**src/rtl/fetch_queue.sv**
```systemverilog
// Instruction prefetch queue: issues in-order fetches ahead of decode, buffers returned
// instructions with their PCs, and flushes/discards in-flight work on a redirect.
module fetch_queue #(
    parameter int              XLEN     = 32,
    parameter int              DEPTH    = 4,
    parameter logic [XLEN-1:0] RESET_PC = '0
) (
    input  logic                     clk,
    input  logic                     rst,
    input  logic                     jump,
    input  logic [XLEN-1:0]          jump_addr,
    output logic                     imem_req,
    output logic [XLEN-1:0]          imem_addr,
    input  logic                     imem_ready,
    input  logic                     imem_rvalid,
    input  logic [XLEN-1:0]          imem_rdata,
    output logic                     inst_valid,
    output logic [XLEN-1:0]          inst,
    output logic [XLEN-1:0]          inst_addr,
    input  logic                     inst_ready,
    output logic [$clog2(DEPTH):0]   count
);
    localparam int PW = $clog2(DEPTH);
    localparam int CW = PW + 1;

    typedef struct packed {
        logic [XLEN-1:0] inst;
        logic [XLEN-1:0] pc;
    } entry_t;

    entry_t          entries [DEPTH];
    logic [PW-1:0]   rd_ptr, wr_ptr;
    logic [CW-1:0]   outstanding, drop;
    logic [XLEN-1:0] fpc, rpc;
    logic [CW:0]     inflight;
    logic [XLEN-1:0] target;
    logic            xfer, discard, push, pop;

    // Buffered plus in-flight entries form the credit pool, so the queue can never overflow.
    assign inflight   = {1'b0, count} + {1'b0, outstanding};
    assign imem_req   = ~rst & ~jump & (inflight < (CW+1)'(DEPTH));
    assign imem_addr  = fpc;
    assign target     = jump_addr & ~XLEN'(3);

    assign xfer       = imem_req & imem_ready;
    assign discard    = drop != '0;
    assign push       = imem_rvalid & ~jump & ~discard;
    assign pop        = inst_valid & inst_ready & ~jump;

    assign inst_valid = count != '0;
    assign inst       = entries[rd_ptr].inst;
    assign inst_addr  = entries[rd_ptr].pc;

    always_ff @(posedge clk) begin
        if (push)
            entries[wr_ptr] <= '{inst: imem_rdata, pc: rpc};
    end

    always_ff @(posedge clk) begin
        if (rst) begin
            fpc         <= RESET_PC;
            rpc         <= RESET_PC;
            count       <= '0;
            outstanding <= '0;
            drop        <= '0;
            rd_ptr      <= '0;
            wr_ptr      <= '0;
        end else begin
            outstanding <= outstanding + CW'(xfer) - CW'(imem_rvalid);
            if (jump) begin
                // Everything still in flight belongs to the old stream; a response landing now is dropped too.
                count  <= '0;
                rd_ptr <= '0;
                wr_ptr <= '0;
                fpc    <= target;
                rpc    <= target;
                drop   <= outstanding - CW'(imem_rvalid);
            end else begin
                if (xfer)
                    fpc <= fpc + XLEN'(4);
                if (imem_rvalid && discard)
                    drop <= drop - CW'(1);
                if (push) begin
                    wr_ptr <= wr_ptr + PW'(1);
                    rpc    <= rpc + XLEN'(4);
                end
                if (pop)
                    rd_ptr <= rd_ptr + PW'(1);
                count <= count + CW'(push) - CW'(pop);
            end
        end
    end
endmodule
```
**config.mk**
```make
export PLATFORM = sky130hd
export DESIGN_NAME = fetch_queue
export DESIGN_NICKNAME = d
export VERILOG_FILES = /design/src/rtl/fetch_queue.sv
export SDC_FILE = /design/constraint.sdc
export NUM_CORES = 1
export LEC_CHECK = 0
export ABC_CLOCK_PERIOD_IN_PS = 8900
export CORE_ASPECT_RATIO = 0.6
export CORE_MARGIN = 2
export CORE_UTILIZATION = 52
export CTS_CLUSTER_SIZE = 28
export DETAILED_ROUTE_END_ITERATION = 8
export GPL_ROUTABILITY_DRIVEN = 0
export MAX_ROUTING_LAYER = met4
export PLACE_DENSITY = 0.76
export SLEW_MARGIN = 25
export SYNTH_ARGS = -nofsm -noshare
export SYNTH_HDL_FRONTEND = slang
export SYNTH_SLANG_ARGS = --single-unit
```
**constraint.sdc**
```tcl
create_clock -name clk -period 8.9 [get_ports clk]
set_input_delay 1.335 -clock clk [delete_from_list [all_inputs] [get_ports clk]]
set_output_delay 1.335 -clock clk [all_outputs]
set_load 0.02 [all_outputs]
```
==> results of run 1 <==
## flip-flops by register name, summed over array words and instances, names as in the netlist, named ones only
register     cells
drop             3
entries        248
rpc             30
rd_ptr           2
outstanding      3
imem_addr       30
count            3
wr_ptr           2
## worst max path at each step
stage | endpoint | startpoint
2_1_floorplan | entries[0][10] | jump
3_5_place_dp | outstanding[2] | jump
5_1_grt | imem_req | jump
6_report | imem_req | jump
4_1_cts | imem_req | jump
3_3_place_gp | outstanding[2] | jump
## critical path, stage by stage
cell             delay [ns]
clkdlybuf4s50_1        0.40
buf_4                  0.28
nor2_1                 0.49
and3_1                 0.22
clkdlybuf4s50_1        0.60
## metal layers
metal / vias to the layer above / track usage / part of all wire
met5: - / - / 0
met4: 0 / 0.0424 / 0.015
met3: 39 / 0.0538 / 0.072
met2: 266 / 0.326 / 0.45
met1: 3931 / 0.320 / 0.46
li1: 3535 / - / -
## cell families (layout without fill, tap and decap cells)
family | Yosys count | count (layout) | share of synthesized area
fa+ha+maj | 18 | 18 | 0.0183
flops | 323 | 323 | 0.682
buf+inv | 83 | 266 | 0.0257
other cells | 1 | 4 | 0.000286
xor+xnor | 57 | 57 | 0.0380
compound gates | 104 | 104 | 0.0523
simple gates | 182 | 182 | 0.0774
mux | 62 | 62 | 0.106
## where the power goes
group / switching (mW) / internal (mW) / total [mW]
registers: 0.0489 / 1.68 / 1.73
logic: 0.162 / 0.144 / 0.306
clock network: 0.523 / 0.654 / 1.18
total: 0.734 / 2.48 / 3.21
## area by class of cell
cell class	count	share of cell area
sequential	323	0.561
multi-input combinational	427	0.242
timing repair buffer	173	0.107
clock buffer	36	0.0471
tap	322	0.0252
inverter	42	0.00988
clock inverter	15	0.00792
## cell usage in the layout (no fill, tap or decap), types with 4 or more instances in the layout
cell               n
edfxtp_1         248
clkdlybuf4s50_1  163
dfxtp_1           73
mux4_2            62
inv_1             42
nor2_1            35
xor2_1            34
a21oi_1           29
clkbuf_16         29
nand3_1           28
nand2_1           27
a21boi_0          26
nand4_1           23
xnor2_1           23
ha_1              16
and3_1            12
a211oi_1           9
a31oi_1            9
buf_4              9
nor3_1             8
nor4_1             8
clkinv_1           8
and4_1             7
o21ai_0            7
clkbuf_1           7
and2_1             6
a21o_1             5
and2_2             4
o22ai_1            4
conb_1             4
## metrics by stage
| step | cell area [µm²] | hold WS [ns] | util |
|---|---|---|---|
| CTS | 16000 | 0.498 | 0.651 |
| global placement | 15100 | 0.485 | 0.615 |
| detailed placement | 15100 | 0.489 | 0.615 |
| global route | 16000 | 0.532 | 0.652 |
| finish | 16000 | 0.498 | 0.652 |
| floorplan | 13100 | 0.469 | - |
==> impl_metrics.tcl, run 1 <==
set metrics [dict create \
    routed_wl_um 28100 \
    multiInputGateArea_mm2 0.00386 \
    setup_viol 0 \
    ff2ff_setup_slack_ns 5.20 \
    r2r_end "outstanding[2]" \
    netlist_top_cells_count "edfxtp_1, dfxtp_1, mux4_2, inv_1, nor2_1" \
    worstSkewPairLatency_ns 0.55 \
    grt_pass1_vias 7856 \
    die_width_um 209 \
    cts_tree "built" \
    synth_seq_cells 323 \
    drc 0 \
    vias 7771 \
    rsz0062_at_grt "no" \
    synth_top_area_frac 0.567 \
    post_cts_buffers 0 \
    dp_slack_ns 3.89 \
    fin_nets 1084 \
    dpl.cell_count 1287 \
    rows 44 \
    dp_hpwl_um 17600 \
    finalSetupTns_ns 0 \
    wl_per_cell_um 21.0 \
    fin_ws_ns 4.20 \
    cts-resized-gates 0 \
    synth-async-reset-ratio 0 \
    outcome "complete, no violations" \
    die-area_mm2 0.0266 \
    worstMarginPinSlew_ns 0.979 \
    synth_edf_count 248 \
    yosysWarnings 0 \
    diodes 0 \
    cts_root_buffer "clkbuf_16" \
    crit_type "input port to primary output" \
    synth_cells 830 \
    fmax_mhz 213 \
    p_total_mw 3.21 \
    arrival_ns 3.36 \
    ys_top_cells_by_area "edfxtp_1, dfxtp_1, mux4_2, xor2_1, xnor2_1" \
    peakVddDrop_uv 143 \
    worstHoldEndpoint "wr_ptr[1]" \
    io-pin-count 171 \
    rr_worst_depth 12 \
    fp.dieH_um 127 \
    p_per_area_mw_per_mm2 201 \
    drive_gt1_frac 0.125 \
    startpoint_type "input port" \
    finalNonFillerCells 1338 \
    grt_use_total 0.222 \
    dr.first_iter.drc_count 544 \
    fp.coreArea_mm2 0.0245 \
    drt_first_pass_iters 5 \
    start_util 0.536 \
    synth.avg_cell_area_um2 15.8 \
    synth.distinct_cells 56 \
    grt_max_degree 63 \
    synth_top_area_cell "edfxtp_1" \
    hold_viol_final 0 \
    layout_min_cycle_time_ns 4.70 \
    yosys_most_used_dff "edfxtp_1" \
    areaGrowthSynthToFinish_pct 21.6 \
    r2r_start "count[2]" \
    period_share 0.528 \
    syn_area_mm2 0.0131 \
    path_clk_slew_ns 0.07 \
    power_leakage_nw 5.25 \
    cp_max_fo 46 \
    hold_start "wr_ptr[1]" \
    cts_buffers 29 \
    min_path_type "register to register" \
    holdPathStages 2 \
    antenna_found_initial 0 \
    cap_violations 0 \
    worstSetupEndpointType "primary output" \
    cp.required_ns 7.57 \
    clock-sinks 323 \
    ant_nets 0 \
    relSlewSlack 0.347 \
    yosysSeqAreaShare 0.682 \
    grt_pass1_wl_um 44300 \
    final_max_slew_viol_count 0 \
    via_per_inst 5.81 \
    gr-total-overflow 0 \
    io_buffers 164 \
    finClkSkew_ns 0.0181 \
    cts-hold-fix-buffers 0 \
    fill_cells 1720 \
    synth_most_common_cell "edfxtp_1" \
    layout.area.seq_mm2 0.00895 \
    clk_path_buf_depth 3 \
    cts-htree-levels 1 \
]
Power figures use the tool's default switching activity.
==> run 2: changes to the inputs <==
Settings changed: ABC_CLOCK_PERIOD_IN_PS 8900 to 4300, CORE_UTILIZATION 52 to 50.
Clock period 8.9 ns to 4.3 ns, I/O delays scaled along.
==> run 2 against run 1 <==
Net effect:
- sequential share of layout area shrank 0.87 points
- clock power rose by 120%
- register-to-register slack got worse by 4.1 ns
- setup slack got worse by 3.3 ns
- clock-buffer cell count increased by 2
- via count decreased by 0.93%
- clock skew is essentially flat
- non-clock buffer count is 5 higher
- die area rose by 3.9%
- critical path depth is 2 lower
==> impl_metrics.tcl, run 2 (synthesis gave the netlist of run 1 again) <==
set metrics [dict create \
    outcome "complete, no violations" \
    cts_root_buffer "clkbuf_16" \
    met3_usage 0.0441 \
    design_area_mm2 0.0162 \
    post_cts_buffers 0 \
    cp_max_fo 23 \
    crit_path_end "inst_addr[9]" \
    use_met1 0.320 \
    cts_buffers 28 \
    grt_use_total 0.212 \
    min_path_type "register to register" \
    rr_worst_depth 12 \
    crit_slowest_cell "dfxtp_4" \
    use_met2 0.298 \
    hold_viol_final 0 \
    cp.required_ns 3.65 \
    via_per_inst 5.60 \
    ff2ff_setup_slack_ns 1.15 \
    cp_top_family "buffers and inverters" \
    cp_num_buf_inv 2 \
    period_share 0.787 \
    startpoint_type "register" \
    final_max_slew_viol_count 0 \
    post-route-util 0.634 \
    grt_pass1_wl_um 43000 \
    dp_hpwl_um 18200 \
    worstSetupEndpointType "primary output" \
    die_width_um 213 \
    setup_viol 0 \
    rows 45 \
    peakVddDrop_uv 300 \
    fp.dieH_um 130 \
    fin_nets 1088 \
    arrival_ns 2.74 \
    ant_nets 0 \
    drt_first_pass_iters 5 \
    final_common_cell "edfxtp_1" \
    finalSetupTns_ns 0 \
    diodes 0 \
    power_leakage_nw 5.35 \
    r2r_end "outstanding[2]" \
    placed_area_mm2 0.0152 \
    cts_tree "built" \
    crit_type "register to primary output" \
    crit_chain "buf_4, mux4_2, clkdlybuf4s50_1" \
    path_depth 3 \
    cp_slowest_stage_delay_ns 0.67 \
    path_clk_slew_ns 0.07 \
    cts-resized-gates 0 \
    io_buffers 164 \
    fp.coreArea_mm2 0.0256 \
    top_usage_layer "met1" \
    routed_wl_um 28100 \
    cap_violations 0 \
    grt_pass1_vias 7384 \
    p_per_area_mw_per_mm2 419 \
    clock-sinks 323 \
    worstMarginPinSlew_ns 1.00 \
    antenna_found_initial 0 \
    fmax_mhz 296 \
    layout_min_cycle_time_ns 3.38 \
    dr.first_iter.drc_count 729 \
    areaGrowthSynthToFinish_pct 23.5 \
    clk_path_buf_depth 3 \
    start_util 0.514 \
    grt_max_degree 63 \
    vias 7699 \
    rsz0062_at_grt "no" \
    largest_register_ffs 248 \
    cts-hold-fix-buffers 0 \
    drive_gt1_frac 0.135 \
    worstSkewPairLatency_ns 0.55 \
    cts-htree-levels 1 \
    die-area_mm2 0.0276 \
    gr-total-overflow 0 \
    finClkSkew_ns 0.0179 \
    wl_per_cell_um 20.4 \
    top_register "entries" \
    final_cell_mix "edfxtp_1, clkdlybuf4s50_1, dfxtp_1" \
    io-pin-count 171 \
    drc 0 \
    r2r_start "count[2]" \
    relSlewSlack 0.326 \
]
## run 2: cell count changes in the layout (fill, tap and decap cells not counted), moves of 2 or more
| cell | before | now |
|---|---|---|
| clkinv_1 | 8 | 5 |
| buf_12 | 0 | 7 |
| buf_4 | 9 | 7 |
| clkinvlp_4 | 0 | 2 |
| clkbuf_16 | 29 | 32 |
| clkinv_2 | 2 | 4 |
| clkbuf_8 | 0 | 2 |
| clkbuf_1 | 7 | 4 |
| clkinvlp_2 | 2 | 0 |
## run 2: metal layers
layer	wire [µm]	vias to the layer above	part of all wire
met5	0	-	0
met4	429	0	0.015
met3	1900	42	0.068
met2	12400	238	0.44
met1	13400	3892	0.48
li1	-	3527	-
## run 2: worst reg2reg max path: stages, from the launching register on
cell	delay, ns
dfxtp_1	0.43
ha_1	0.26
nor3_1	0.47
and4_1	0.30
inv_1	0.24
ha_1	0.36
inv_1	0.06
ha_1	0.13
inv_1	0.05
fa_1	0.38
xor2_1	0.17
xnor2_1	0.13
nor2_1	0.05
## run 2: worst min-delay path by stage
stage | cells after the start | startpoint | endpoint | slack, ns
2_1_floorplan | 2 | wr_ptr[1] | wr_ptr[1] | 0.47
3_3_place_gp | 2 | wr_ptr[1] | wr_ptr[1] | 0.49
3_5_place_dp | 2 | wr_ptr[1] | wr_ptr[1] | 0.49
4_1_cts | 2 | wr_ptr[1] | wr_ptr[1] | 0.50
5_1_grt | 2 | imem_addr[3] | imem_addr[3] | 0.54
6_report | 2 | wr_ptr[1] | wr_ptr[1] | 0.51
## run 2: metrics by stage
stage	std cells	setup slack [ns]	hold slack (ns)	total power [mW]
2_1_floorplan	833	1.15	0.469	3.97
3_3_place_gp	1322	0.808	0.493	4.27
3_5_place_dp	1322	0.810	0.493	4.28
4_1_cts	1374	0.809	0.504	6.86
5_1_grt	1374	0.734	0.543	7.04
6_report	1374	0.918	0.505	6.80
## run 2: power breakdown
part	total [mW]	leakage (nW)	internal, mW	switching [mW]
sequential	3.58	2.88	3.48	0.101
clock	2.58	0.470	1.50	1.08
combinational	0.643	2.00	0.305	0.338
## run 2: final cells by class
cell class / count / area (µm²)
flip-flops and latches: 323 / 8950
inverters: 42 / 158
multi-input cells: 427 / 3860
well taps: 352 / 440
clock inverters: 14 / 120
clock buffers: 38 / 843
fillers: 1866 / 9350
repair buffers: 178 / 1830
